===== config.mk =====
export PLATFORM = sky130hd
export DESIGN_NAME = result_queue_loader
export DESIGN_NICKNAME = d
export VERILOG_FILES = /design/src/rtl/result_queue_loader.sv
export SDC_FILE = /design/constraint.sdc
export NUM_CORES = 1
export LEC_CHECK = 0
export ABC_AREA = 1
export BUFFER_PORTS_ARGS = -buffer_cell sky130_fd_sc_hd__buf_2
export CORE_MARGIN = 8
export CORE_UTILIZATION = 45
export CTS_CLUSTER_DIAMETER = 100
export DETAILED_ROUTE_END_ITERATION = 10
export HOLD_SLACK_MARGIN = 0.08
export PLACE_DENSITY = 0.71
export SYNTH_ARGS = -nofsm -noshare
export SYNTH_HDL_FRONTEND = slang
export SYNTH_SLANG_ARGS = --single-unit

===== constraint.sdc =====
create_clock -name clk -period 4.2 [get_ports clk]
set_input_delay 1.26 -clock clk [delete_from_list [all_inputs] [get_ports clk]]
set_output_delay 1.26 -clock clk [all_outputs]
set_load 0.05 [all_outputs]

===== src/rtl/result_queue_loader.sv =====
// Producer-side stage of the result queue: packs LANES narrow results little-endian
// into one queue word and writes it to the result FIFO, honouring its full flag.
module result_queue_loader #(
    parameter int WIDTH  = 32,
    parameter int LANE_W = 8,
    parameter int LANES  = WIDTH / LANE_W
) (
    input  logic              clk,
    input  logic              resetn,
    input  logic              res_valid,
    output logic              res_ready,
    input  logic [LANE_W-1:0] res_data,
    input  logic              res_last,
    input  logic              rq_full,
    output logic              rq_we,
    output logic [WIDTH-1:0]  rq_data,
    output logic              packet_done,
    output logic [15:0]       words_written
);

    localparam int IDX_W = (LANES > 1) ? $clog2(LANES) : 1;
    localparam logic [IDX_W-1:0] LAST_IDX = IDX_W'(LANES - 1);

    typedef enum logic [1:0] {
        S_Reset = 2'd0,
        S_Fill  = 2'd1,
        S_Write = 2'd2,
        S_Done  = 2'd3
    } state_e;

    state_e            state_q, state_d;
    logic [IDX_W-1:0]  idx_q, idx_d;
    logic [WIDTH-1:0]  acc_q, acc_d;
    logic              last_q, last_d;
    logic [15:0]       words_q, words_d;

    logic handshake;
    logic closeWord;

    assign handshake = res_valid && (state_q == S_Fill);
    assign closeWord = handshake && ((idx_q == LAST_IDX) || res_last);

    always_ff @(posedge clk or negedge resetn) begin
        if (!resetn) begin
            state_q <= S_Reset;
        end else begin
            state_q <= state_d;
        end
    end

    // Datapath registers: a reset mid-fill simply drops the partial word.
    always_ff @(posedge clk or negedge resetn) begin
        if (!resetn) begin
            idx_q   <= '0;
            acc_q   <= '0;
            last_q  <= 1'b0;
            words_q <= '0;
        end else begin
            idx_q   <= idx_d;
            acc_q   <= acc_d;
            last_q  <= last_d;
            words_q <= words_d;
        end
    end

    always_comb begin
        state_d = state_q;
        case (state_q)
            S_Reset: state_d = S_Fill;
            S_Fill:  if (closeWord) state_d = S_Write;
            S_Write: if (!rq_full) state_d = last_q ? S_Done : S_Fill;
            S_Done:  state_d = S_Fill;
            default: state_d = S_Reset;
        endcase
    end

    always_comb begin
        idx_d   = idx_q;
        acc_d   = acc_q;
        last_d  = last_q;
        words_d = words_q;
        case (state_q)
            S_Fill: begin
                if (handshake) begin
                    acc_d[int'(idx_q)*LANE_W +: LANE_W] = res_data;
                    if (closeWord) begin
                        last_d = res_last;
                    end else begin
                        idx_d = idx_q + IDX_W'(1);
                    end
                end
            end
            S_Write: begin
                // Clearing acc here is what keeps unfilled upper lanes of the next word at zero.
                if (!rq_full) begin
                    words_d = words_q + 16'd1;
                    acc_d   = '0;
                    idx_d   = '0;
                end
            end
            S_Done:  last_d = 1'b0;
            default: ;
        endcase
    end

    always_comb begin
        res_ready     = (state_q == S_Fill);
        rq_we         = (state_q == S_Write) && !rq_full;
        packet_done   = (state_q == S_Done);
        rq_data       = acc_q;
        words_written = words_q;
    end

endmodule


## After elaboration in Yosys (flattened, before gate mapping)

Cells that the tools add are included.

- Bits in registers: 53
- Input port bits: 13
- Output and inout port bits: 51
- Word-level logic and storage cells: 48

- $add $sub $neg: 3
- Eq/ne operators: 8
- Shifts and indexed selects: 2
- Mux-type cells: 15
- Bitwise logic cells: 1
- Reduce and logical (&&, ||, !) cells: 14

Operator list:

| operator | number |
|---|---|
| $mux 32 | 2 |
| $pmux 32 s2 | 1 |
| $neg 5->33 | 1 |
| $shift 8x33->32 const A | 1 |
| $shiftx 8x33->32 | 1 |
| $bwmux 32 | 1 |
| $add 16x1->16 const B | 1 |
| $mux 2 | 6 |
| $eq 2x2->1 const B | 3 |
| $pmux 2 s3 | 1 |
| $reduce_and 3->1 | 2 |
| $ne 2x1->1 const B | 2 |
| $ne 2x2->1 const B | 2 |
| $pmux 2 s2 | 1 |
| $reduce_and 2->1 | 2 |
| $reduce_and 4->1 | 1 |
| $reduce_bool 2->1 | 2 |
| $logic_and 1x1->1 | 3 |
| $add 2x1->2 const B | 1 |
| $eq 2x1->1 const B | 1 |
| $logic_not 2->1 | 1 |
| $mux 1 | 2 |
| $pmux 1 s2 | 1 |
| $reduce_or 2->1 | 1 |
| 3 further kinds | 3 |

## Depth between registers and ports, before layout

- Depth after elaboration: 6
- Gate-level depth with buffers: 8
- Mapped depth without buffers: 8

## Worst setup path before layout

No wires, ideal clock.

- Path type: input port to output port
- Start point: input port rq_full
- End point: output port rq_we
- Arrival time: 1.966 ns
- Required time: 2.940 ns
- Setup slack: 0.974 ns
- Stages: 3
- Path buffers: 0
- Path through: inv_1 -> nand3_2 -> inv_1

- Word-level cells in the longest chain between the ends: 2

RTL lines:

| what | line | RTL |
|---|---|---|
| start: declaration | 14 | `input logic rq_full,` |
| $logic_not 1->1 | 108 | `rq_we = (state_q == S_Write) && !rq_full;` |
| $logic_and 1x1->1 | 108 |  |
| end: declaration | 15 | `output logic rq_we,` |

No other way between the ends.

## Worst setup path in the final report

Ends and elaborated chain as after synthesis.

==> results.py <==
metrics = {
    "setup_path": {
        "critical_path.reg2reg.startpoint": "idx_q[0]",
        "crit-reg2reg-capture": "rq_data[28]",
        "setup_crit_start_kind": "primary input",
        "timing_worst_setup_path_type": "in2out",
        "required_time_of_the_worst_setup_path_ns": 2.94,
        "worstPathArrival_ns": 2.15,
        "critical_path.max_fanout": 7,
        "ff2ff_path_depth": 7,
        "worstSetupEndpointType": "output port",
        "timing.reg2reg.setup_slack_ns": 2.28,
    },
    "placement": {
        "detailedPlace.worstSlack_ns": 0.781,
        "placement.cell_area_mm2": 0.00298,
        "detailedPlacementHpwl_um": 4520,
        "final_gp_congestion": 0.803,
        "port_buffers": 63,
    },
    "clocking": {
        "cts_root_buffer": "sky130_fd_sc_hd__clkbuf_8",
        "clk_pin_slew_ns": 0.09,
        "numCtsBuffers": 5,
        "cts_post_setup_buffers_inserted": 0,
        "worst_skew_pair.late_latency_ns": 0.30,
        "number_of_gates_resized_after_cts": 0,
        "cts-hold-fix-buffers": 0,
        "clockBufferDepth": 2,
        "cts_tree": "yes",
        "ctsHtreeMaxLevel": 2,
        "numClockSinks": 53,
    },
    "synthesis": {
        "synth_seq_area_share": 0.508,
        "synth.lib_cells_used.distinct": 26,
        "mappedNetlistNets": 300,
        "ys_async_sr_fraction": 1.00,
        "yosysTopAreaCellShare": 0.508,
        "synth_commonest_cells": "sky130_fd_sc_hd__nand2_1, sky130_fd_sc_hd__dfrtp_1, sky130_fd_sc_hd__nand3_1",
        "synth_ff_type": "sky130_fd_sc_hd__dfrtp_1",
        "mappedNetlistArea_mm2": 0.00261,
        "synth-warning-count": 0,
        "synth.most_common_cell": "sky130_fd_sc_hd__nand2_1",
        "synthesis.instances": 281,
        "yosys_register_bits": 53,
        "synthesis.area_per_instance_um2": 9.29,
        "synth.largest_area_cell": "sky130_fd_sc_hd__dfrtp_1",
        "edff_count_synth": 0,
        "synth_area_leaders": "sky130_fd_sc_hd__dfrtp_1, sky130_fd_sc_hd__nand2_1, sky130_fd_sc_hd__o21ai_2",
    },
    "drt": {
        "total_wire_length_after_detailed_routing_um": 5870,
        "drt.antenna.violating_nets": 0,
        "highest_layer": "met4",
        "wl_met2_um": 2880,
        "wl_met3_um": 287,
        "avgRoutedWirePerCell_um": 14.0,
        "viasPerCell": 4.89,
        "post-route-drc-count": 0,
        "detail_route.first_pass.iterations": 4,
        "drt-met1-wl_um": 2630,
        "drt_iter0_drc": 91,
        "route.vias.total": 2057,
    },
    "min_path": {
        "worst_hold_path_cell_count": 2,
        "worst_hold_startpoint": "rq_data[26]",
        "min_path_type": "reg2reg",
        "hold_end": "rq_data[26]",
    },
    "sta": {
        "relSlewSlack": 0.545,
        "final.setup.tns_ns": 0,
        "period_share": 0.811,
        "setup_viol": 0,
        "post-route-min-period_ns": 3.41,
        "worst_margin_pin_slew_ns": 0.682,
        "fin_worst_skew_ns": 0.00509,
        "fin_ws_ns": 0.792,
        "worst_hold_slack_ns": 0.485,
        "clock.fmax_mhz": 293,
        "final_max_slew_viol_count": 0,
        "final_hold_viol_count": 0,
        "setup_repair_after_global_routing_missed_its_margin": "false",
    },
    "floorplanning": {
        "core.rowCount": 27,
        "fp.dieArea_mm2": 0.00849,
        "die_height_um": 92.2,
        "initial_utilization": 0.471,
        "floorplan.io_pins": 64,
        "floorplan.die.width_um": 92.2,
        "fp.coreArea_mm2": 0.00554,
    },
    "final_layout": {
        "final_layout_size_suffix_gt1_frac": 0.304,
        "antenna_cells_inserted": 0,
        "final_net_count": 367,
        "syn_to_final_growth_pct": 17.6,
        "final_design_area_no_fill_mm2": 0.00307,
    },
    "power": {
        "power_switching_share": 0.487,
        "cellInternalPower_mw": 0.914,
        "power.ir.vdd_worst_v": 0.000436,
        "pwr-share-comb": 0.462,
        "power.share.sequential": 0.382,
        "p_leak_nw": 1.63,
        "power.switching_mw": 0.868,
        "share_clk_of_total_power": 0.156,
        "cellPowerDensity_mw_per_mm2": 580,
    },
    "global_route": {
        "grt_pass1_vias": 2034,
        "maximum_number_of_pins_on_one_net_before_global_route_repair": 32,
        "globalRoute.totalOverflow": 0,
        "grt_first_pass_wirelength_um": 9790,
        "antenna_violations_before_repair": 0,
        "grtUsageTotal": 0.142,
    },
    "outcome": {
        "status": "finished clean",
    },
    "flow_run": {
        "total_of_max_cap_violations": 0,
    },
}
## area by class of cell
class,count,area (um^2)
Clock buffer,5,68.8
Inverter,23,86.3
Multi-Input combinational cell,201,1160
Timing Repair Buffer,64,323
Clock inverter,3,17.5
Sequential cell,53,1330
Tap cell,72,90.1
Fill cell,548,2470
## metal layers
metal	GRT usage	up-vias
met4	0.0443	0
li1	-	1037
met3	0.0359	5
met1	0.182	965
met2	0.228	50
met5	0	-
## power groups by stage
stage,sequential (mW),combinational [mW],clock [mW]
after floorplan,0.967,0.375,0
after global placement,0.688,0.823,0
after detailed placement,0.689,0.831,0
after CTS,0.682,0.834,0.292
after global routing,0.695,0.889,0.308
final,0.681,0.823,0.277
## how the worst max path moves through the flow
stage,startpoint,to,slack (ns)
floorplan,rq_full,rq_we,0.97
global placement,rq_full,rq_we,0.83
detailed placement,rq_full,rq_we,0.78
CTS,rq_full,rq_we,0.78
global route,rq_full,rq_we,0.73
finish,rq_full,rq_we,0.79
## cells in the final DEF, fill, tap and decap left out, types with 2 or more instances in the layout
master                     instances
sky130_fd_sc_hd__a21oi_1           2
sky130_fd_sc_hd__buf_2            63
sky130_fd_sc_hd__clkbuf_8          5
sky130_fd_sc_hd__clkinv_2          2
sky130_fd_sc_hd__dfrtp_1          53
sky130_fd_sc_hd__ha_1              6
sky130_fd_sc_hd__inv_1            21
sky130_fd_sc_hd__inv_2             2
sky130_fd_sc_hd__nand2_1          99
sky130_fd_sc_hd__nand3_1          25
sky130_fd_sc_hd__nand4_1           6
sky130_fd_sc_hd__nor2_1            9
sky130_fd_sc_hd__nor2_4            2
sky130_fd_sc_hd__nor2_8            2
sky130_fd_sc_hd__nor3_1            3
sky130_fd_sc_hd__o21ai_0           8
sky130_fd_sc_hd__o21ai_1           2
sky130_fd_sc_hd__o21ai_2          18
sky130_fd_sc_hd__o21ai_4           4
sky130_fd_sc_hd__xnor2_1           5
sky130_fd_sc_hd__xor2_1            4
## worst max-delay path, cell delays in order
cell                      delay, ns
sky130_fd_sc_hd__buf_2         0.10
sky130_fd_sc_hd__inv_1         0.11
sky130_fd_sc_hd__nand3_2       0.23
sky130_fd_sc_hd__inv_1         0.16
sky130_fd_sc_hd__buf_2         0.28
## sequential cells by signal, indices dropped and copies added (netlist names)
| signal | count |
|---|---|
| idx_q | 2 |
| last_q | 1 |
| state_q | 2 |
| words_written | 16 |
| rq_data | 32 |
## metrics by stage
| stage | util | cells | power [mW] |
|---|---|---|---|
| finish | 0.554 | 421 | 1.78 |
| global placement | 0.539 | 413 | 1.51 |
| floorplan | - | 281 | 1.34 |
| global route | 0.554 | 421 | 1.89 |
| CTS | 0.554 | 421 | 1.81 |
| detailed placement | 0.539 | 413 | 1.52 |
## logic make-up after synthesis
family                   share of synthesized area
AND/OR/NAND/NOR                              0.277
flip-flops                                   0.508
AO/OA/AOI/OAI                                0.108
buffers and inverters                       0.0479
XOR/XNOR                                    0.0302
adder cells (fa/ha/maj)                     0.0288
No activity file was read; power rests on OpenSTA's default activity.
